`src/rtl/muldiv_unit_pkg.sv`:
```
// Shared definitions for the iterative RV32M multiply/divide unit:
// default width, funct3 encodings, FSM states and funct3 decode helpers.
package muldiv_unit_pkg;

  // Operand and result width used when the unit is not overridden
  localparam int DEFAULT_XLEN = 32;

  typedef enum logic [2:0] {
    F3_MUL    = 3'b000,
    F3_MULH   = 3'b001,
    F3_MULHSU = 3'b010,
    F3_MULHU  = 3'b011,
    F3_DIV    = 3'b100,
    F3_DIVU   = 3'b101,
    F3_REM    = 3'b110,
    F3_REMU   = 3'b111
  } funct3_e;

  typedef enum logic [1:0] {
    ST_IDLE = 2'b00,
    ST_CALC = 2'b01,
    ST_DONE = 2'b10
  } state_e;

  // Upper half of the funct3 space is the divide/remainder family
  function automatic logic f3_is_div(input logic [2:0] f);
    return f[2];
  endfunction

  // Remainder forms return the remainder half of the divider
  function automatic logic f3_is_rem(input logic [2:0] f);
    return f[2] & f[1];
  endfunction

  // rs1 is interpreted as signed for these operations
  function automatic logic f3_signed_a(input logic [2:0] f);
    return (f == F3_MULH) || (f == F3_MULHSU) || (f == F3_DIV) || (f == F3_REM);
  endfunction

  // rs2 is interpreted as signed for these operations
  function automatic logic f3_signed_b(input logic [2:0] f);
    return (f == F3_MULH) || (f == F3_DIV) || (f == F3_REM);
  endfunction

endpackage

```
`src/rtl/muldiv_unit_sign_fixup.sv`:
```
// Combinational sign handling around the unsigned iterative core:
// produces operand magnitudes, then applies the final negation and
// the divide-by-zero / signed-overflow result selection.
module sign_fixup
  import muldiv_unit_pkg::*;
#(
  parameter int XLEN = DEFAULT_XLEN
) (
  input  logic [2:0]        i_funct3,
  input  logic [XLEN-1:0]   i_opA,
  input  logic [XLEN-1:0]   i_opB,
  input  logic [2*XLEN-1:0] i_rawAcc,
  output logic [XLEN-1:0]   o_absA,
  output logic [XLEN-1:0]   o_absB,
  output logic [XLEN-1:0]   o_result
);

  localparam logic [XLEN-1:0] MIN_NEG = {1'b1, {(XLEN-1){1'b0}}};

  logic              w_negA;
  logic              w_negB;
  logic              w_isDiv;
  logic              w_isRem;
  logic              w_divZero;
  logic              w_overflow;
  logic [2*XLEN-1:0] w_prod;
  logic [XLEN-1:0]   w_quotRaw;
  logic [XLEN-1:0]   w_remRaw;

  assign w_negA     = f3_signed_a(i_funct3) && i_opA[XLEN-1];
  assign w_negB     = f3_signed_b(i_funct3) && i_opB[XLEN-1];
  assign w_isDiv    = f3_is_div(i_funct3);
  assign w_isRem    = f3_is_rem(i_funct3);
  assign o_absA     = w_negA ? -i_opA : i_opA;
  assign o_absB     = w_negB ? -i_opB : i_opB;
  assign w_divZero  = (i_opB == '0);
  assign w_overflow = f3_signed_b(i_funct3) && (i_opA == MIN_NEG) && (i_opB == '1);

  assign w_prod    = (w_negA ^ w_negB) ? -i_rawAcc : i_rawAcc;
  assign w_quotRaw = i_rawAcc[XLEN-1:0];
  assign w_remRaw  = i_rawAcc[2*XLEN-1:XLEN];

  // Pick the architectural result: product half, special case, or signed quotient/remainder
  always_comb begin
    o_result = '0;
    if (!w_isDiv) begin
      if (i_funct3 == F3_MUL) o_result = w_prod[XLEN-1:0];
      else                    o_result = w_prod[2*XLEN-1:XLEN];
    end else if (w_divZero) begin
      o_result = w_isRem ? i_opA : '1;
    end else if (w_overflow) begin
      o_result = w_isRem ? '0 : MIN_NEG;
    end else if (w_isRem) begin
      o_result = w_negA ? -w_remRaw : w_remRaw;
    end else begin
      o_result = (w_negA ^ w_negB) ? -w_quotRaw : w_quotRaw;
    end
  end

endmodule

```
`src/rtl/muldiv_unit.sv`:
```
// Iterative RV32M multiply/divide unit: one shift-add or restoring
// shift-subtract step per cycle, fixed XLEN-cycle latency, registered
// write-back to the register file with a one-cycle done pulse.
module muldiv_unit
  import muldiv_unit_pkg::*;
#(
  parameter int XLEN = DEFAULT_XLEN
) (
  input  logic            clk,
  input  logic            r,
  input  logic            start,
  input  logic [2:0]      funct3,
  input  logic [XLEN-1:0] dataA,
  input  logic [XLEN-1:0] dataB,
  input  logic [4:0]      rdIn,
  output logic            busy,
  output logic            done,
  output logic [XLEN-1:0] result,
  output logic [4:0]      rdOut,
  output logic            writeEn
);

  localparam int CW = $clog2(XLEN);
  localparam logic [CW-1:0] LAST_ITER = CW'(XLEN - 1);

  state_e            r_state;
  state_e            w_stateNext;
  logic [XLEN-1:0]   r_opA;
  logic [XLEN-1:0]   r_opB;
  logic [2:0]        r_funct3;
  logic [4:0]        r_rd;
  logic [CW-1:0]     r_count;
  logic [2*XLEN-1:0] r_acc;
  logic [XLEN-1:0]   r_result;
  logic [4:0]        r_rdOut;
  logic              r_writeEn;

  logic              w_accept;
  logic              w_lastIter;
  logic              w_isDiv;
  logic [XLEN-1:0]   w_absA;
  logic [XLEN-1:0]   w_absB;
  logic [2*XLEN-1:0] w_accCur;
  logic [2*XLEN-1:0] w_accNext;
  logic [XLEN:0]     w_mulSum;
  logic [XLEN:0]     w_divShift;
  logic [XLEN-1:0]   w_divDiff;
  logic              w_divGe;
  logic [XLEN-1:0]   w_fixed;

  assign w_accept   = (r_state == ST_IDLE) && start;
  assign w_lastIter = (r_state == ST_CALC) && (r_count == LAST_ITER);
  assign w_isDiv    = f3_is_div(r_funct3);

  assign result  = r_result;
  assign rdOut   = r_rdOut;
  assign writeEn = r_writeEn;

  sign_fixup #(.XLEN(XLEN)) u_sign_fixup (
    .i_funct3 (r_funct3),
    .i_opA    (r_opA),
    .i_opB    (r_opB),
    .i_rawAcc (w_accNext),
    .o_absA   (w_absA),
    .o_absB   (w_absB),
    .o_result (w_fixed)
  );

  // One iteration step; the first step seeds the accumulator from the magnitudes
  always_comb begin
    w_accCur = r_acc;
    if (r_count == '0) begin
      w_accCur = w_isDiv ? {{XLEN{1'b0}}, w_absA} : {{XLEN{1'b0}}, w_absB};
    end
    w_mulSum   = {1'b0, w_accCur[2*XLEN-1:XLEN]} + (w_accCur[0] ? {1'b0, w_absA} : '0);
    w_divShift = {w_accCur[2*XLEN-1:XLEN], w_accCur[XLEN-1]};
    w_divGe    = (w_divShift >= {1'b0, w_absB});
    w_divDiff  = w_divShift[XLEN-1:0] - w_absB;
    w_accNext  = {w_mulSum, w_accCur[XLEN-1:1]};
    if (w_isDiv) begin
      if (w_divGe) w_accNext = {w_divDiff, w_accCur[XLEN-2:0], 1'b1};
      else         w_accNext = {w_divShift[XLEN-1:0], w_accCur[XLEN-2:0], 1'b0};
    end
  end

  // FSM state register
  always_ff @(posedge clk or negedge r) begin
    if (!r) r_state <= ST_IDLE;
    else    r_state <= w_stateNext;
  end

  // FSM next-state and status outputs
  always_comb begin
    w_stateNext = r_state;
    busy        = 1'b0;
    done        = 1'b0;
    case (r_state)
      ST_IDLE: if (start) w_stateNext = ST_CALC;
      ST_CALC: begin
        busy = 1'b1;
        if (r_count == LAST_ITER) w_stateNext = ST_DONE;
      end
      ST_DONE: begin
        busy        = 1'b1;
        done        = 1'b1;
        w_stateNext = ST_IDLE;
      end
      default: w_stateNext = ST_IDLE;
    endcase
  end

  // Operand capture, iteration registers and registered write-back
  always_ff @(posedge clk or negedge r) begin
    if (!r) begin
      r_opA     <= '0;
      r_opB     <= '0;
      r_funct3  <= '0;
      r_rd      <= '0;
      r_count   <= '0;
      r_acc     <= '0;
      r_result  <= '0;
      r_rdOut   <= '0;
      r_writeEn <= 1'b0;
    end else begin
      r_writeEn <= 1'b0;
      if (w_accept) begin
        r_opA    <= dataA;
        r_opB    <= dataB;
        r_funct3 <= funct3;
        r_rd     <= rdIn;
        r_count  <= '0;
        r_acc    <= '0;
      end else if (r_state == ST_CALC) begin
        r_acc   <= w_accNext;
        r_count <= r_count + CW'(1);
        if (w_lastIter) begin
          r_result  <= w_fixed;
          r_rdOut   <= r_rd;
          r_writeEn <= (r_rd != '0);
        end
      end
    end
  end

endmodule

```
`config.mk`:
```
export PLATFORM = sky130hd
export DESIGN_NAME = muldiv_unit
export DESIGN_NICKNAME = d
export VERILOG_FILES = /design/src/rtl/muldiv_unit_pkg.sv /design/src/rtl/muldiv_unit_sign_fixup.sv /design/src/rtl/muldiv_unit.sv
export SDC_FILE = /design/constraint.sdc
export NUM_CORES = 1
export LEC_CHECK = 0
export ABC_CLOCK_PERIOD_IN_PS = 7100
export CORE_ASPECT_RATIO = 0.5
export CORE_MARGIN = 10
export CORE_UTILIZATION = 43
export DETAILED_ROUTE_END_ITERATION = 8
export HOLD_SLACK_MARGIN = 0.03
export SYNTH_ARGS = -nofsm -noshare
export SYNTH_HDL_FRONTEND = slang
export SYNTH_SLANG_ARGS = --single-unit
```
`constraint.sdc`:
```
create_clock -name clk -period 7.1 [get_ports clk]
set_clock_uncertainty 0.1 [all_clocks]
set_input_delay 1.42 -clock clk [delete_from_list [all_inputs] [get_ports clk]]
set_output_delay 1.42 -clock clk [all_outputs]
set_load 0.02 [all_outputs]
```
Word-level counts from Yosys, hierarchy flattened --
Index checks and enable logic that the tools add are counted.
Operators by class: add/sub/neg operators 8, $lt $le $gt $ge 1, equality and inequality tests 11, mux-type cells 29, bitwise operators 3, reduce and logical (&&, ||, !) cells 20
Operators with widths (number):
- 2-to-1 mux 32 bit | 13
- 2-to-1 mux 64 bit | 6
- negation 32 bit | 4
- equality test 32 bit, second input constant | 2
- negation 64 bit | 1
- adder 32 x 32 -> 33 bit | 1
- greater-or-equal comparator 33 x 32 -> 1 bit | 1
- logical NOT 32 bit | 1
- subtractor 32 bit | 1
- 2-to-1 mux 5 bit | 2
- equality test 3 bit, second input constant | 2
- logical AND 1 bit | 6
- adder 5 x 1 -> 5 bit, second input constant | 1
- equality test 5 bit, second input constant | 1
- logical NOT 5 bit | 1
- logical OR 1 bit | 5
- 2-to-1 mux 1 bit | 5
- nonzero test 5 bit | 1
- 2-to-1 mux 2 bit | 2
- != test 2 bit, second input constant | 2
- one-hot mux 2 bit (2 select lines) | 1
- equality test 3 x 1 -> 1 bit, second input constant | 1
- equality test 3 x 2 -> 1 bit, second input constant | 1
- logical NOT 3 bit | 1
- other kinds (10) | 10
Storage, ports and cells: bits in registers 181, input bits 75, output and inout bits 40

Longest topological paths before layout --
Gate-level depths: netlist (run 1).
depth in word-level cells 17, mapped depth 31, depth with buffers taken out 25

By module --
From an unflattened synthesis (run 1), not the netlist that was laid out.
Second synthesis, totals: cells, all modules 2333, area, all modules 17946.0 um^2
By module, submodules not included:
- muldiv_unit | times used 1, cells an instance 1561, area each 13135.1 um^2, seq. area each 4529.3 um^2
- sign_fixup | times used 1, cells an instance 772, area each 4810.9 um^2, seq. area each 0.0 um^2

Worst setup path before layout (run 1) --
OpenSTA, ideal clock, no wires.
path kind flip-flop to flip-flop, from register r_funct3[0], to register r_result[31], in the netlist result[31], data arrival time 6360 ps, path slack 507 ps, cell stages (with the launch flop) 26, path buffers 5, path through dfrtp_1 clkbuf_1 or3_1 nand3_1 clkbuf_1 clkbuf_1 clkbuf_1 clkbuf_1 nor2_1 xnor2_1 nor2_1 ha_1 a21o_1 a221oi_1 nor2_1 a211oi_1 o21ai_0 xnor2_1 a222oi_1 inv_1 or3_1 nor3_2 a41oi_1 xor2_1 a221o_1 nand4b_1
Between the ends: longest elaborated chain between the ends 17, elaborated cells on any way between the ends 36, classes of those cells add/sub: 5; order compare: 1; eq/ne: 4; mux: 15; bitwise: 1; reduce/logical: 10
RTL lines:
- from (decl) | line muldiv_unit.sv:30 | logic [2:0] r_funct3;
- from (signal assigned) | line muldiv_unit.sv:129 | r_funct3 <= funct3;
- equality test 3 x 1 -> 1 bit or equality test 3 x 2 -> 1 bit (tied branches) | line muldiv_unit_pkg.sv:37, muldiv_unit_pkg.sv:42
- logical OR 1 bit (3 in series) | line muldiv_unit_pkg.sv:37 | return (f == F3_MULH) || (f == F3_MULHSU) || (f == F3_DIV) || (f == F3_REM);
- logical AND 1 bit | line muldiv_unit_sign_fixup.sv:30 | assign w_negA = f3_signed_a(i_funct3) && i_opA[XLEN-1];
- 2-to-1 mux 32 bit | line muldiv_unit_sign_fixup.sv:34 | assign o_absA = w_negA ? -i_opA : i_opA;
- 2-to-1 mux 32 bit | line muldiv_unit.sv:73 | w_accCur = w_isDiv ? {{XLEN{1'b0}}, w_absA} : {{XLEN{1'b0}}, w_absB};
- 2-to-1 mux 64 bit | line muldiv_unit.sv:72 | if (r_count == '0) begin
- 2-to-1 mux 32 bit (tied with other cells) | line muldiv_unit.sv:75 | w_mulSum = {1'b0, w_accCur[2*XLEN-1:XLEN]} + (w_accCur[0] ? {1'b0, w_absA} : '0);
- adder 32 x 32 -> 33 bit or 2-to-1 mux 64 bit (tied branches) | line muldiv_unit.sv:75, muldiv_unit.sv:81
- 2-to-1 mux 64 bit | line muldiv_unit.sv:80 | if (w_isDiv) begin
- negation 32 bit, on equally long branches | line muldiv_unit_sign_fixup.sv:56, muldiv_unit_sign_fixup.sv:54
- 2-to-1 mux 32 bit, on equally long branches | line muldiv_unit_sign_fixup.sv:56, muldiv_unit_sign_fixup.sv:54
- 2-to-1 mux 32 bit | line muldiv_unit_sign_fixup.sv:53 | end else if (w_isRem) begin
- 2-to-1 mux 32 bit | line muldiv_unit_sign_fixup.sv:51 | end else if (w_overflow) begin
- 2-to-1 mux 32 bit | line muldiv_unit_sign_fixup.sv:49 | end else if (w_divZero) begin
- 2-to-1 mux 32 bit * | line muldiv_unit_sign_fixup.sv:46 | if (!w_isDiv) begin
- to (signal assigned) | line muldiv_unit.sv:137 | r_result <= w_fixed;
- to (decl) | line muldiv_unit.sv:34 | logic [XLEN-1:0] r_result;
Mark *: on every way between the ends. The rest lies on a longest branch, timed or not. A chain may end at the register's enable or synchronous reset.

Final worst setup path (run 1) --
from register r_count[0], to register r_result[30], in the netlist result[30]
Between the ends: longest elaborated chain between the ends 11, elaborated cells on any way between the ends 22, classes of those cells add/sub: 5; order compare: 1; eq/ne: 1; mux: 12; reduce/logical: 3
RTL lines:
- from (decl) | line muldiv_unit.sv:32 | logic [CW-1:0] r_count;
- from (signal assigned) | line muldiv_unit.sv:135 | r_count <= r_count + CW'(1);
- logical NOT 5 bit | line muldiv_unit.sv:72
- 2-to-1 mux 64 bit | line muldiv_unit.sv:72
- 2-to-1 mux 32 bit (tied with other cells) | line muldiv_unit.sv:75
- adder 32 x 32 -> 33 bit or 2-to-1 mux 64 bit (tied branches) | line muldiv_unit.sv:75, muldiv_unit.sv:81
- 2-to-1 mux 64 bit | line muldiv_unit.sv:80
- negation 32 bit, on equally long branches | line muldiv_unit_sign_fixup.sv:54, muldiv_unit_sign_fixup.sv:56
- 2-to-1 mux 32 bit, on equally long branches | line muldiv_unit_sign_fixup.sv:54, muldiv_unit_sign_fixup.sv:56
- 2-to-1 mux 32 bit | line muldiv_unit_sign_fixup.sv:53
- 2-to-1 mux 32 bit | line muldiv_unit_sign_fixup.sv:51
- 2-to-1 mux 32 bit | line muldiv_unit_sign_fixup.sv:49
- 2-to-1 mux 32 bit | line muldiv_unit_sign_fixup.sv:46
Several ways; a longest one is shown, not always the timed one.

==> results of run 1 <==
-- state kept, by name (all words and copies together), names as in the netlist --
name      cells
r_acc        64
r_count       5
r_funct3      3
r_opA        32
r_opB        32
r_rd          5
r_state       2
rdOut         5
result       32
writeEn       1
-- Yosys cell counts, drive strengths merged (42+ instances only) --
| library cell | instances | area (um2) |
|---|---|---|
| inv | 49 | 184 |
| nand2 | 383 | 1440 |
| o21ai | 169 | 850 |
| xnor2 | 121 | 1060 |
| xor2 | 77 | 674 |
| dfrtp | 181 | 4530 |
| a211oi | 75 | 573 |
| and2 | 42 | 265 |
| ha | 76 | 951 |
| a21oi | 171 | 860 |
| a31oi | 57 | 357 |
| nor2 | 307 | 1150 |
| clkbuf | 139 | 526 |
| nand3 | 45 | 225 |
| nor3 | 73 | 370 |
-- worst register-to-register path, stage by stage (launching register included) --
cell,delay [ps]
dfrtp_1,420
inv_1,70
ha_1,160
or4b_2,680
a21oi_2,670
nor2_1,230
ha_1,300
fa_1,420
a21o_1,200
a221oi_1,270
buf_4,210
nor2_1,80
a211oi_1,300
buf_4,200
o21ai_0,110
xnor2_1,160
a222oi_1,390
inv_1,130
or3_1,520
nor3b_2,410
nand4_1,150
mux2_2,250
nand3_1,70
and4_1,220
-- how the worst min path moves through the flow --
stage,slack [ps],to,depth (start not counted)
floorplan,360,rdOut[2],2
global placement,360,rdOut[3],2
detailed placement,360,rdOut[2],2
CTS,380,rdOut[2],2
global route,410,rdOut[3],2
finish,380,rdOut[4],2
-- per-layer routing --
| layer | global-route usage (%) | vias up |
|---|---|---|
| met1 | 49.5 | 10109 |
| met4 | 7.01 | 5 |
| met3 | 13.1 | 131 |
| li1 | - | 9366 |
| met2 | 44.9 | 1370 |
| met5 | 0 | - |
-- per-stage QoR --
step | worst slack [ps] | hold slack [ps] | utilization, % | instances
2_1_floorplan | 507 | 360 | - | 2503
3_3_place_gp | 190 | 360 | 49.8 | 3205
3_5_place_dp | -1.19 | 361 | 49.8 | 3205
4_1_cts | 119 | 383 | 51.3 | 3237
5_1_grt | 3.93 | 407 | 51.4 | 3238
6_report | 263 | 382 | 51.4 | 3238
-- layout make-up --
cell class | instances | area (um2) | area share (%)
Clock inverter | 14 | 175 | 0.812
Clock buffer | 18 | 439 | 2.04
Multi-Input combinational cell | 2096 | 12900 | 60.0
Tap cell | 577 | 722 | 3.35
Sequential cell | 181 | 4530 | 21.0
Timing Repair Buffer | 302 | 2570 | 11.9
Inverter | 50 | 188 | 0.870
-- cell families after synthesis --
group / Yosys count / share of synthesized area, %
AOI/OAI and AO/OA: 735 / 26.4
xor gates and xnor gates: 198 / 9.48
adders and majority gates: 78 / 5.42
buffers and inverters: 226 / 5.10
DFF: 181 / 24.8
muxes: 38 / 2.17
and+or+nand+nor: 1047 / 26.7
-- repair_timing --
| action | CTS | global route |
|---|---|---|
| setup buffers | 0 | 1 |
| resized for setup | 1 | 11 |
| endpoints found under the setup margin | 1 | 27 |
| pin swaps | 0 | 2 |
| endpoints found under the hold margin | 0 | 0 |
| cloned | 0 | 0 |
==> flow_metrics.py, run 1 <==
metrics = {
    "status": {
        "status": "finished, final reports clean",
    },
    "global_route": {
        "grt_pass1_vias": 18888,
        "grt_max_degree": 115,
        "grt_pass1_wl_mm": 131,
        "overflow": 0,
        "grtUsageTotal_pct": 33.7,
        "antenna_found_initial": 3,
    },
    "worst_setup_path": {
        "worstSetupPathType": "reg -> reg",
        "path_depth": 23,
        "cpLargestDelayFamily": "simple AND/OR/NAND/NOR gates",
        "cpPeakStageDelay_ps": 680,
        "required_ps": 7380,
        "cp-endpoint": "result[30]",
        "critPathLaunchType": "flop",
        "crit_start": "r_count[0]",
        "cp_cell_sequence": "inv_1 -> ha_1 -> or4b_2 -> a21oi_2 -> nor2_1 -> ha_1 -> fa_1 -> a21o_1 -> a221oi_1 -> buf_4 -> nor2_1 -> a211oi_1 -> buf_4 -> o21ai_0 -> xnor2_1 -> a222oi_1 -> inv_1 -> or3_1 -> nor3b_2 -> nand4_1 -> mux2_2 -> nand3_1 -> and4_1",
        "r2r-start": "r_count[0]",
        "critPathArrivalTime_ps": 7120,
        "r2r_cells": 23,
        "path_buf_inv": 4,
        "cp_slowest_cell": "or4b_2",
        "timing.rr.end": "result[30]",
        "crit_path_max_fanout": 14,
        "end_kind": "flop",
        "rrSetupSlack_ps": 260,
    },
    "worst_hold_path": {
        "hp-start": "rdOut[4]",
        "hp-class": "reg -> reg",
    },
    "finish": {
        "final_common_cell": "nand2_1",
        "final_cell_mix": "nand2_1 (380), nor2_1 (306), buf_4 (187)",
        "final_cell_area_um2": 21600,
        "syn_to_final_growth_pct": 17.9,
        "fin_nets": 2801,
        "drive_above_1_share_pct": 10.8,
        "diodes": 0,
        "fillCellCount": 4205,
    },
    "clocking": {
        "clk_pin_slew_ps": 80,
        "clock_sinks": 181,
        "cts_tree": "yes",
        "cts-root-buf": "clkbuf_16",
        "clk_path_buf_depth": 2,
        "htree_num_levels": 4,
        "clk_latency_ps": 490,
        "postCtsHoldBufs": 0,
        "cts_buffers": 17,
    },
    "synthesis": {
        "syn_inst": 2503,
        "ys_seq_area_share_pct": 24.8,
        "ys_ff_latch": 181,
        "synth_edf_count": 0,
        "synth_nets": 2656,
        "synthArstFlopShare_pct": 100,
        "synth-main-ff-cell": "dfrtp_1",
        "syn_area_per_cell_um2": 7.31,
        "netlist_area_um2": 18300,
        "ys_types": 101,
        "yosysWarnings": 0,
    },
    "run": {
        "drv_cap": 0,
    },
    "placed_design": {
        "dpl_cell_area_um2": 20900,
        "gp_congestion": 1.10,
        "dp_hpwl_mm": 72.7,
        "port_buffers": 114,
    },
    "sta": {
        "finalHoldViolations": 0,
        "max_freq_ghz": 0.146,
        "worst_pin_slew_ps": 1200,
        "slew_violations": 0,
        "layout_min_cycle_time_ps": 6840,
        "fin_crit_sh_pct": 96.3,
        "final.setup.tns_ps": 0,
        "relSlewSlack_pct": 19.9,
        "setup_viol_count_final": 0,
        "rsz0062_at_grt": "no",
    },
    "drt": {
        "detail-route-antenna-nets": 0,
        "dr_wl_met3_mm": 14.1,
        "dr.max_layer_used": "met5",
        "drc": 0,
        "vias_per_cell": 6.48,
        "drt-total-wl_mm": 91.6,
        "wl_met1_mm": 40.3,
        "wl_per_cell_um": 28.3,
        "first_pass_iters": 8,
        "first_iter_violations": 3404,
        "vias": 20981,
        "wl_met2_mm": 35.1,
    },
    "floorplanning": {
        "coreArea_um2": 42000,
        "die_w_um": 312,
        "initial_core_util_pct": 43.6,
        "die_h_um": 166,
        "rows": 53,
        "die_area_um2": 51700,
        "ioPinCount": 115,
    },
}
Power of run 1 is not shown: default switching activity piles up to over one toggle a cycle in this logic, so the estimate is an artifact.
==> run 2: changes to the inputs <==
--- a/config.mk
+++ b/config.mk
@@ -5,7 +5,7 @@
 export SDC_FILE = /design/constraint.sdc
 export NUM_CORES = 1
 export LEC_CHECK = 0
-export ABC_CLOCK_PERIOD_IN_PS = 7100
+export ABC_CLOCK_PERIOD_IN_PS = 7880
 export CORE_ASPECT_RATIO = 0.5
 export CORE_MARGIN = 10
 export CORE_UTILIZATION = 43
@@ -14,3 +14,4 @@
 export SYNTH_ARGS = -nofsm -noshare
 export SYNTH_HDL_FRONTEND = slang
 export SYNTH_SLANG_ARGS = --single-unit
+export TNS_END_PERCENT = 50
==> constraint.sdc (replaced) <==
create_clock -name clk -period 7.88 [get_ports clk]
set_clock_uncertainty 0.1 [all_clocks]
set_input_delay 1.576 -clock clk [delete_from_list [all_inputs] [get_ports clk]]
set_output_delay 1.576 -clock clk [all_outputs]
set_load 0.02 [all_outputs]
==> run 2 against run 1 <==
Compared with the run above:
- die area did not move
- global-route usage rose by 1.4 points
- critical path depth fell by 3
- via count rose by 0.43%
- cell count fell by 1.8%
- sequential cell count did not move
- largest cell class unchanged
- non-clock buffer count fell by 62
- fmax fell by 11%
- final area fell by 2.1%
- routed wire length rose by 3.5%
==> flow_metrics.py, run 2 (same netlist as run 1, synthesis figures left out) <==
metrics = {
    "status": {
        "status": "finished, final reports clean",
    },
    "floorplanning": {
        "die_w_um": 312,
        "coreArea_um2": 42000,
        "initial_core_util_pct": 43.6,
        "die_h_um": 166,
        "die_area_um2": 51700,
        "rows": 53,
        "ioPinCount": 115,
    },
    "worst_setup_path": {
        "critPathLaunchType": "flop",
        "end_kind": "flop",
        "required_ps": 8160,
        "crit_start": "r_funct3[2]",
        "critPathArrivalTime_ps": 7920,
        "worstSetupPathType": "reg -> reg",
        "crit_path_max_fanout": 32,
        "r2r-start": "r_funct3[2]",
    },
    "finish": {
        "fillCellCount": 4246,
        "drive_above_1_share_pct": 8.62,
        "syn_to_final_growth_pct": 15.5,
        "fin_nets": 2739,
        "final_common_cell": "nand2_1",
        "largest_register": "r_acc",
        "final_cell_mix": "nand2_1 (379), nor2_1 (307), dfrtp_1 (180)",
        "largest_reg_flops": 64,
    },
    "drt": {
        "vias": 21072,
        "drt-total-wl_mm": 94.8,
        "wl_per_cell_um": 29.8,
        "first_pass_iters": 9,
        "drc": 0,
        "vias_per_cell": 6.62,
        "detail-route-antenna-nets": 0,
        "first_iter_violations": 3487,
    },
    "sta": {
        "relSlewSlack_pct": 19.0,
        "rsz0062_at_grt": "no",
        "max_freq_ghz": 0.131,
        "setup_viol_count_final": 0,
        "fin_crit_sh_pct": 97.0,
        "slew_violations": 0,
        "final.setup.tns_ps": 0,
        "worst_pin_slew_ps": 1210,
        "layout_min_cycle_time_ps": 7640,
        "finalHoldViolations": 0,
    },
    "placed_design": {
        "port_buffers": 114,
        "gp_congestion": 1.09,
        "dp_hpwl_mm": 75.8,
    },
    "clocking": {
        "clk_pin_slew_ps": 90,
        "cts_buffers": 17,
        "postCtsHoldBufs": 0,
        "clk_path_buf_depth": 2,
        "clock_sinks": 181,
        "clk_latency_ps": 490,
        "cts_tree": "yes",
        "cts-root-buf": "clkbuf_16",
        "htree_num_levels": 4,
    },
    "worst_hold_path": {
        "hp-start": "result[7]",
        "hp-class": "reg -> reg",
    },
    "global_route": {
        "grtUsageTotal_pct": 35.0,
        "grt_pass1_wl_mm": 136,
        "antenna_found_initial": 7,
        "overflow": 0,
        "grt_pass1_vias": 18964,
        "grt_max_degree": 74,
    },
    "run": {
        "drv_cap": 0,
    },
}
[run 2: cell types whose count changed in the layout (fill, tap and decap cells not counted), sizes merged]
cell	before	now
buf	188	126
diode	0	5
clkinv	9	5
inv	55	59
[run 2: worst paths after layout]
check	slack, ps	cells after the start	end
max	240	20	result[30]
min	390	2	result[7]
max reg2reg	240	20	result[30]
min reg2reg	390	2	result[7]
max in group asynchronous	5310	2	r_funct3[2]
min in group asynchronous	950	1	r_opB[16]
[run 2: timing repair]
item / CTS / global route
resized for setup: 0 / 6
setup endpoints to repair: 0 / 16
setup buffers: 0 / 1
endpoints found under the hold margin: 0 / 0
[run 2: worst max-delay path, cell delays in order (launching register included)]
cell,delay [ps]
dfrtp_4,660
buf_4,440
nor3_2,200
nor3_2,390
o31ai_1,180
xnor2_1,310
nor2b_1,630
ha_1,350
nand4_1,290
a211oi_1,810
a21oi_1,210
xor2_1,590
nor2_1,120
a311oi_1,300
o2111ai_1,300
or3_1,500
nor3b_2,450
nand4_1,150
mux2_2,250
nand3_1,70
and4_1,230
[run 2: layout make-up]
class | count | area, um2 | area share, %
Multi-Input combinational cell | 2096 | 12900 | 61.3
Sequential cell | 181 | 4530 | 21.5
Timing Repair Buffer | 240 | 2100 | 9.96
Tap cell | 577 | 722 | 3.42
Clock buffer | 18 | 439 | 2.08
Inverter | 50 | 188 | 0.888
Clock inverter | 14 | 185 | 0.877
Antenna cell | 5 | 12.5 | 0.0592
[run 2: layer usage]
layer	track usage (%)	routed length, um	vias up
li1	-	-	9245
met1	50.1	40900	10191
met2	46.2	35600	1457
met3	17.2	16000	175
met4	6.82	2210	4
met5	0	68	-
[run 2: per-stage QoR]
step	setup WS, ps	std cells	hold slack [ps]	utilization (%)	area [um2]
CTS	390	3175	392	50.2	21100
finish	240	3181	387	50.3	21100
global placement	628	3143	359	48.7	20400
floorplan	1290	2503	360	-	18300
global route	24.8	3176	414	50.3	21100
detailed placement	438	3143	371	48.7	20400
Power of run 2 is left out for the same reason.
